--- src/rtl/uart_rx_pkg.sv ---
// Shared types and helpers for the configurable UART receiver.
package uart_rx_pkg;

    typedef enum logic [2:0] {
        IDLE,
        START,
        DATA,
        PARITY,
        STOP1,
        STOP2
    } rx_state_e;

    localparam int unsigned DataLenMin = 5;

    // Out-of-range character lengths saturate to the supported window.
    function automatic logic [3:0] clamp_len(input logic [3:0] len, input int unsigned max_len);
        if (len < 4'(DataLenMin)) return 4'(DataLenMin);
        if (len > 4'(max_len)) return 4'(max_len);
        return len;
    endfunction

endpackage

--- src/rtl/uart_rx_bitsampler.sv ---
// Oversample counter, three mid-bit sample flops and majority vote for one bit cell.
module uart_rx_bitsampler #(
    parameter int unsigned OvsRate = 16
) (
    input  logic clk_i,
    input  logic rst_ni,
    input  logic clear,
    input  logic tick,
    input  logic rx,
    output logic bit_mid,
    output logic bit_end,
    output logic bit_val,
    output logic tick_baud
);

    localparam int unsigned Half = OvsRate / 2;
    localparam int unsigned CntW = $clog2(OvsRate);

    logic [CntW-1:0] cnt_q;
    logic [2:0]      smp_q;
    logic            third;
    logic            run_tick;

    assign run_tick = tick && !clear;

    always_ff @(posedge clk_i or negedge rst_ni) begin
        if (!rst_ni) begin
            cnt_q <= '0;
            smp_q <= '0;
        end else if (clear) begin
            cnt_q <= '0;
        end else if (tick) begin
            cnt_q <= (cnt_q == CntW'(OvsRate - 1)) ? '0 : cnt_q + CntW'(1);
            if (cnt_q == CntW'(Half - 1)) smp_q[0] <= rx;
            if (cnt_q == CntW'(Half))     smp_q[1] <= rx;
            if (cnt_q == CntW'(Half + 1)) smp_q[2] <= rx;
        end
    end

    // At the third sample point the vote uses the live input so decisions need no extra cycle.
    assign third     = (cnt_q == CntW'(Half + 1)) ? rx : smp_q[2];
    assign bit_val   = (smp_q[0] & smp_q[1]) | (smp_q[0] & third) | (smp_q[1] & third);
    assign bit_mid   = run_tick && (cnt_q == CntW'(Half + 1));
    assign bit_end   = run_tick && (cnt_q == CntW'(OvsRate - 1));
    assign tick_baud = run_tick && (cnt_q == CntW'(Half));

endmodule

--- src/rtl/uart_rx_cfg.sv ---
// Runtime-configurable UART receiver (5..MaxDataW bits, optional parity, 1/2 stop bits).
// Define UART_RX_BREAK_EN to enable line-break detection on break_o.
module uart_rx_cfg
    import uart_rx_pkg::*;
#(
    parameter int unsigned OvsRate  = 16,
    parameter int unsigned MaxDataW = 9
) (
    input  logic                clk_i,
    input  logic                rst_ni,
    input  logic                rx_enable_i,
    input  logic                tick_ovs_i,
    input  logic                rx_i,
    input  logic [3:0]          data_len_i,
    input  logic                parity_en_i,
    input  logic                parity_odd_i,
    input  logic                stop2_i,
    output logic                rx_valid_o,
    output logic [MaxDataW-1:0] rx_data_o,
    output logic                parity_err_o,
    output logic                frame_err_o,
    output logic                break_o,
    output logic                idle_o,
    output logic                tick_baud_o
);

    rx_state_e           state_q, state_d;
    logic                bit_mid, bit_end, bit_val;
    logic                start_det, start_block, finish, ferr_fin;
    logic [3:0]          len_q, bit_cnt_q;
    logic                par_en_q, par_odd_q, stop2_q;
    logic [MaxDataW-1:0] shift_q;
    logic                perr_q, ferr_q;
    logic                rx_valid_q, parity_err_q, frame_err_q;
    logic [MaxDataW-1:0] rx_data_q;

    uart_rx_bitsampler #(.OvsRate(OvsRate)) u_sampler (
        .clk_i     (clk_i),
        .rst_ni    (rst_ni),
        .clear     (!rx_enable_i || state_q == IDLE),
        .tick      (tick_ovs_i),
        .rx        (rx_i),
        .bit_mid   (bit_mid),
        .bit_end   (bit_end),
        .bit_val   (bit_val),
        .tick_baud (tick_baud_o)
    );

    assign start_det = rx_enable_i && tick_ovs_i && !rx_i && (state_q == IDLE) && !start_block;
    assign ferr_fin  = ferr_q | !bit_val;

    always_ff @(posedge clk_i or negedge rst_ni) begin
        if (!rst_ni) state_q <= IDLE;
        else         state_q <= state_d;
    end

    always_comb begin
        state_d = state_q;
        finish  = 1'b0;
        if (!rx_enable_i) begin
            state_d = IDLE;
        end else begin
            case (state_q)
                IDLE:   if (start_det) state_d = START;
                START:  if (bit_end) state_d = bit_val ? IDLE : DATA;
                DATA:   if (bit_end && bit_cnt_q == len_q - 4'd1) state_d = par_en_q ? PARITY : STOP1;
                PARITY: if (bit_end) state_d = STOP1;
                // Stop bits resolve at mid-bit so an immediately following start edge is seen.
                STOP1:  if (bit_mid) begin
                            state_d = stop2_q ? STOP2 : IDLE;
                            finish  = !stop2_q;
                        end
                STOP2:  if (bit_mid) begin
                            state_d = IDLE;
                            finish  = 1'b1;
                        end
                default: state_d = IDLE;
            endcase
        end
    end

    always_ff @(posedge clk_i or negedge rst_ni) begin
        if (!rst_ni) begin
            len_q        <= 4'(DataLenMin);
            par_en_q     <= 1'b0;
            par_odd_q    <= 1'b0;
            stop2_q      <= 1'b0;
            bit_cnt_q    <= '0;
            shift_q      <= '0;
            perr_q       <= 1'b0;
            ferr_q       <= 1'b0;
            rx_valid_q   <= 1'b0;
            rx_data_q    <= '0;
            parity_err_q <= 1'b0;
            frame_err_q  <= 1'b0;
        end else begin
            rx_valid_q <= finish;
            if (start_det) begin
                len_q     <= clamp_len(data_len_i, MaxDataW);
                par_en_q  <= parity_en_i;
                par_odd_q <= parity_odd_i;
                stop2_q   <= stop2_i;
                bit_cnt_q <= '0;
                shift_q   <= '0;
                perr_q    <= 1'b0;
                ferr_q    <= 1'b0;
            end
            if (state_q == DATA && bit_end) begin
                shift_q[bit_cnt_q] <= bit_val;
                bit_cnt_q          <= bit_cnt_q + 4'd1;
            end
            if (state_q == PARITY && bit_end) perr_q <= ^shift_q ^ bit_val ^ par_odd_q;
            if (state_q == STOP1 && bit_mid)  ferr_q <= !bit_val;
            if (finish) begin
                rx_data_q    <= shift_q;
                parity_err_q <= perr_q;
                frame_err_q  <= ferr_fin;
            end
        end
    end

`ifdef UART_RX_BREAK_EN
    logic break_q;

    always_ff @(posedge clk_i or negedge rst_ni) begin
        if (!rst_ni)                                       break_q <= 1'b0;
        else if (finish && shift_q == '0 && ferr_fin)      break_q <= 1'b1;
        else if (tick_ovs_i && rx_i)                       break_q <= 1'b0;
    end

    assign start_block = break_q;
    assign break_o     = break_q;
`else
    assign start_block = 1'b0;
    assign break_o     = 1'b0;
`endif

    assign rx_valid_o   = rx_valid_q;
    assign rx_data_o    = rx_data_q;
    assign parity_err_o = parity_err_q;
    assign frame_err_o  = frame_err_q;
    assign idle_o       = (state_q == IDLE);

endmodule

--- config.mk ---
export PLATFORM = sky130hd
export DESIGN_NAME = uart_rx_cfg
export DESIGN_NICKNAME = d
export VERILOG_FILES = /design/src/rtl/uart_rx_pkg.sv /design/src/rtl/uart_rx_bitsampler.sv /design/src/rtl/uart_rx_cfg.sv
export SDC_FILE = /design/constraint.sdc
export NUM_CORES = 1
export LEC_CHECK = 0
export ABC_AREA = 1
export CORE_AREA = 2 2 83 85
export CTS_BUF_LIST = sky130_fd_sc_hd__clkbuf_8
export DETAILED_ROUTE_END_ITERATION = 6
export DIE_AREA = 0 0 85 87
export PLACE_DENSITY_LB_ADDON = 0.1
export SLEW_MARGIN = 15
export SYNTH_ARGS = -nofsm -noshare
export SYNTH_HDL_FRONTEND = slang
export SYNTH_HIERARCHICAL = 1
export SYNTH_SLANG_ARGS = --single-unit
--- constraint.sdc ---
create_clock -name clk_i -period 2.2 [get_ports clk_i]
set_input_delay 0.66 -clock clk_i [delete_from_list [all_inputs] [get_ports clk_i]]
set_output_delay 0.66 -clock clk_i [all_outputs]
set_load 0.02 [all_outputs]
== Yosys cells after proc, flatten, opt, wreduce, memory -nomap -nowiden ==
Cells that the tools add are included.

* Bits of input ports: 12
* Output and inout bits: 15
* Flip-flop bits (word level): 44
* Word-level logic and storage cells: 115

* Add/subtract/negate cells: 3
* Reductions and logical operators: 28
* Equality and inequality tests: 16
* Order comparisons: 4
* Bitwise gates (word level): 9
* Multiplexer cells: 38

{| class="wikitable"
|+ Operators with widths
! kind !! count
|-
| $mux 4 || 9
|-
| $mux 3 || 9
|-
| $mux 9 || 2
|-
| $pmux 3 s6 || 1
|-
| $ne 3x3->1 const B || 5
|-
| $mux 1 || 13
|-
| $eq 4x4->1 const B || 3
|-
| $logic_and 1x1->1 || 12
|-
| $bwmux 9 || 1
|-
| $reduce_xor 9->1 || 1
|-
| $add 4x1->4 const B || 2
|-
| $reduce_bool 2->1 || 4
|-
| $eq 3x2->1 const B || 2
|-
| $eq 3x3->1 const B || 2
|-
| $reduce_and 3->1 || 2
|-
| $reduce_and 6->1 || 1
|-
| $logic_not 1->1 || 5
|-
| $lt 4x5->1 const B || 1
|-
| $demux 1 s4 || 1
|-
| $eq 4x3->1 const B || 1
|-
| $eq 4x4->1 || 1
|-
| $ge 4x1->1 const B || 1
|-
| $gt 4x4->1 const B || 1
|-
| $lt 4x3->1 const B || 1
|-
| other kinds (12) || 17
|}

== Depth between registers and ports, before layout ==
* Depth after elaboration: 9
* Depth in mapped cells: 15
* Gate-level depth less buffers: 15

== Modules after synthesis ==
Netlist, hierarchy kept.

{| class="wikitable"
|+ Modules (own cells, without submodules)
! module !! seq. area each (um^2) !! area an instance (um^2) !! cells an instance !! times used
|-
| uart_rx_cfg || 928.4 || 2,088.3 || 272 || 1
|-
| uart_rx_bitsampler || 175.2 || 441.7 || 60 || 1
|}

== Worst setup path before layout ==
OpenSTA, ideal clock, no wires.

* Path type: input port to flip-flop
* Start: input rx_enable_i
* End: register frame_err_q (netlist: frame_err_o)
* Arrival time: 1.728 ns
* Buffers on the path: 1
* Setup time: 0.120 ns
* Setup slack: 0.352 ns
* Required time: 2.080 ns
* Stages on the path: 10
* Path through: nand2_1 -> inv_1 -> nand2_2 -> nor2_4 -> nand2_1 -> nor3_4 -> inv_4 -> buf_6 -> nand2_1 -> nand2_1

* Cells in the longest elaborated chain, start to end: 8
* Elaborated cells on any way between the ends: 9
* Those cells by class: 4 x mux; 5 x reduce/logical

{| class="wikitable"
|+ Ends and longest elaborated chain
! element !! RTL line !! source
|-
| from (decl) || uart_rx_cfg.sv:11 || <nowiki>input logic rx_enable_i,</nowiki>
|-
| $logic_not 1->1 (*) || -- ||
|-
| $logic_or 1x1->1 (*) || uart_rx_cfg.sv:40 || <nowiki>.clear (!rx_enable_i || state_q == IDLE),</nowiki>
|-
| $logic_not 1->1 (*) || uart_rx_bitsampler.sv:24 || <nowiki>assign run_tick = tick && !clear;</nowiki>
|-
| $logic_and 1x1->1 (*) || uart_rx_bitsampler.sv:24 ||
|-
| $logic_and 1x1->1 (*) || uart_rx_bitsampler.sv:43 || <nowiki>assign bit_mid = run_tick && (cnt_q == CntW'(Half + 1));</nowiki>
|-
| via bit_mid || uart_rx_cfg.sv:28 || <nowiki>logic bit_mid, bit_end, bit_val;</nowiki>
|-
| $mux 1, on equally long branches || uart_rx_cfg.sv:73, uart_rx_cfg.sv:69 ||
|-
| $pmux 1 s2 (*) || uart_rx_cfg.sv:63 || <nowiki>case (state_q)</nowiki>
|-
| $mux 1 (*) || uart_rx_cfg.sv:60 || <nowiki>if (!rx_enable_i) begin</nowiki>
|-
| via finish || uart_rx_cfg.sv:29 || <nowiki>logic start_det, start_block, finish, ferr_fin;</nowiki>
|-
| to (signal assigned) || uart_rx_cfg.sv:117 || <nowiki>frame_err_q <= ferr_fin;</nowiki>
|-
| to (decl) || uart_rx_cfg.sv:34 || <nowiki>logic rx_valid_q, parity_err_q, frame_err_q;</nowiki>
|}

The timed path passes the listed nets; every way through them passes the cells marked *.
A chain may end at the register's enable or synchronous reset.

== Worst setup path after layout ==
* Start: input tick_ovs_i
* End: output tick_baud_o

* Cells in the longest elaborated chain, start to end: 2

{| class="wikitable"
|+ Ends and longest elaborated chain
! element !! RTL line !! source
|-
| from (decl) || uart_rx_cfg.sv:12 || <nowiki>input logic tick_ovs_i,</nowiki>
|-
| $logic_and 1x1->1 || uart_rx_bitsampler.sv:24 ||
|-
| $logic_and 1x1->1 || uart_rx_bitsampler.sv:45 || <nowiki>assign tick_baud = run_tick && (cnt_q == CntW'(Half));</nowiki>
|-
| to (decl) || uart_rx_cfg.sv:24 || <nowiki>output logic tick_baud_o</nowiki>
|}

No other way between the ends.

==> flow_summary.toml <==
[run]
maxCapViolCount = 0

[power_and_ir_drop]
p_leak_nw = 1.60
finalPower_w = 0.00223
max-vdd-ir-drop_mv = 0.302
p_per_area_nw_per_um2 = 713

[detailed_routing]
drt_iter0_markers = 131
routedWlPerCell_um = 11.4
viasPerCell = 4.66
first_pass_iters = 4
vias = 2173
detail-route-antenna-nets = 0
drc_errors = 0
routed_wirelength_um = 5320

[critical_path]
cpMaxStageDelayCell = "clkdlybuf4s50_1"
r2r_setup_slack_ps = 250
cp_top_family = "buffers and inverters"
end_kind = "output port"
max_stage_delay_ps = 500
cp_max_fo = 2
critPathKind = "in2out"
startpoint_type = "input port"
cp_num_buf_inv = 2
cp.arrival_ps = 1470
cp.required_ps = 1540
crit_chain = "clkdlybuf4s50_1, nand2_2, nor2_4, buf_6"

[sta]
hold_ws_ps = 445
fin_skew_ps = 7.02
hold_viol = 0
maxSlewViolCount = 0
rsz0062_at_grt = "false"
fin_crit_ps = 2130
fmaxAchievable_mhz = 469
worst_slew_pin_slew_ps = 578
finalSetupViolCount = 0
slew_headroom = 0.615
min_period_over_period = 0.969
final.setup.tns_ps = 0

[grt]
overflow = 0
grt_pass1_vias = 1939
antenna_found_initial = 0
grt_use_total = 0.152
grt_max_degree = 45
grt_pass1_wl_um = 8980

[logic_synthesis]
synth-xor-area-share = 0.0104
synth_area_per_cell_um2 = 7.62
ys_seq_area_frac = 0.436
syn-instance-count = 332
synth.area.mux_share = 0
yosys.area_share.adder = 0.0396
ys_types = 35
synth_ff_type = "dfrtp_1"
synth_compound_area_frac = 0.0910
synth_top_family_by_area = "simple AND/OR/NAND/NOR gates"
synth-simple-area-share = 0.336
synth_area_um2 = 2530
yosys_warnings = 6
async_reset_ff_frac = 1.00
syn_nets = 352
synth_edf_count = 0
ys_ff_latch = 44

[floorplanning]
dieArea_um2 = 7400
die_x_um = 85
start_util = 0.385
die_h_um = 87
pin_count = 27
fp-row-count = 30
core_area_um2 = 6570

[place]
place_hpwl_um = 3920
io_buffer_count = 25
routabilityCongestion = 0.813
post-place-cells = 455

[cts]
cts.sinks = 44
cts_buffer_depth = 2
cts_root_buf = "clkbuf_8"
numCtsBuffers = 5
htree_levels = 2
clkTransAtPathRegs_ps = 80
cts_tree = "built"
clkLatencyLatePin_ps = 300

[layout]
final_util = 0.477
final_nets = 405
syn_to_final_growth_pct = 23.8
finalNonFillerCells = 466
drive_above_1_share = 0.174
n_antenna_cell = 0

[status]
outcome = "completed"

[min_path]
hold_path.class = "in2async"
## cell usage in the layout, fill, tap and decap left out, types with 2 or more instances in the layout
cell type        synthesis  final
a21oi_1                  8      8
buf_4                    1     25
clkbuf_8                 0      6
clkdlybuf4s50_1          0     21
clkinv_2                 0      2
dfrtp_1                 42     42
dfstp_2                  2      2
dlygate4sd2_1            0      2
ha_1                     8      8
inv_1                   40     39
inv_2                    4      5
nand2_1                112    112
nand2_2                  5      5
nand2_4                  2      2
nand3_1                 32     32
nand4_1                  3      3
nor2_1                  20     19
nor2_2                   4      3
nor2_4                   2      5
o211ai_1                 2      2
o21ai_0                 15     15
o21ai_1                  4      4
o21ai_2                  5      5
o21bai_1                 2      2
xnor2_1                  3      3
## stage by stage
step           setup slack, ps  area [um^2]
2_1_floorplan              352         2530
3_3_place_gp              -569         3000
3_5_place_dp              -567         3000
4_1_cts                   50.1         3100
5_1_grt                   14.8         3130
6_report                  67.9         3130
## layout make-up
class / count / area (um^2)
clock buffer: 6 / 82.6
clock inverter: 2 / 10.0
fill: 666 / 3440
inverter: 45 / 171
multi-input combinational: 239 / 1230
sequential: 44 / 1100
tap: 80 / 100
timing repair buffer: 50 / 432
## registers in the layout (all words and copies together), names as in the netlist
signal and cells:
stop2_q 1, par_en_q 1, len_q 4, u_sampler/smp_q 3, rx_valid_o 1, state_q 3
frame_err_o 1, u_sampler/cnt_q 4, par_odd_q 1, shift_q 9, rx_data_o 9, perr_q 1
bit_cnt_q 4, parity_err_o 1, ferr_q 1
## worst paths after layout
path                                   start            endpoint  cells after the start
worst max-delay path              tick_ovs_i         tick_baud_o                      4
worst min-delay path                  rst_ni  u_sampler/cnt_q[0]                      2
worst max register to register    state_q[2]          state_q[0]                     15
worst min register to register  rx_data_o[3]        rx_data_o[3]                      2
max in group asynchronous             rst_ni        bit_cnt_q[1]                      2
min in group clk_i              rx_data_o[3]        rx_data_o[3]                      2
## cell usage after synthesis (all sizes together), types with 2 or more instances
library cell | n | share of area
ha | 8 | 0.040
nand2 | 119 | 0.19
o211ai | 2 | 0.0059
nor2 | 27 | 0.056
xnor2 | 3 | 0.010
o21bai | 2 | 0.0059
inv | 45 | 0.068
a21oi | 8 | 0.016
dfrtp | 42 | 0.42
nand3 | 33 | 0.067
o21ai | 24 | 0.055
nand4 | 3 | 0.0074
dfstp | 2 | 0.021
buf | 4 | 0.016
## logic make-up (layout without fill, tap and decap cells)
group | Yosys count | in the layout
AND/OR/NAND/NOR | 187 | 188
AO/OA/AOI/OAI | 39 | 39
other | 1 | 1
XOR/XNOR | 3 | 3
flip-flops | 44 | 44
adder cells (fa/ha/maj) | 8 | 8
buffers and inverters | 50 | 103
## worst reg2reg max path: cells and delay by family, from the launching register on
family                 cells  cell delay [ps]
DFF                        1              410
and+or+nand+nor           11             1050
buffers and inverters      4              390
## per-layer routing
| layer | track usage | part of all wire | vias to the layer above |
|---|---|---|---|
| met2 | 0.253 | 0.46 | 32 |
| li1 | - | - | 1154 |
| met4 | 0.0390 | 0.011 | 0 |
| met5 | 0 | 0 | - |
| met1 | 0.200 | 0.50 | 982 |
| met3 | 0.0351 | 0.033 | 5 |
## power breakdown
part           total [W]  leakage [nW]  switching (W)  internal (W)
sequential      0.000967         0.592      0.0000577      0.000909
clock           0.000532        0.0510       0.000281      0.000251
combinational   0.000734         0.960       0.000439      0.000295
total            0.00223          1.60       0.000778       0.00145
## timing repair
| action | in CTS | in global routing |
|---|---|---|
| hold buffers | 0 | 0 |
| cloned | 0 | 1 |
| buffers inserted | 0 | 2 |
| resized for setup | 9 | 3 |
| endpoints found under the setup margin | 3 | 4 |
| pin swaps | 3 | 1 |
(Power assumes the default switching activity.)
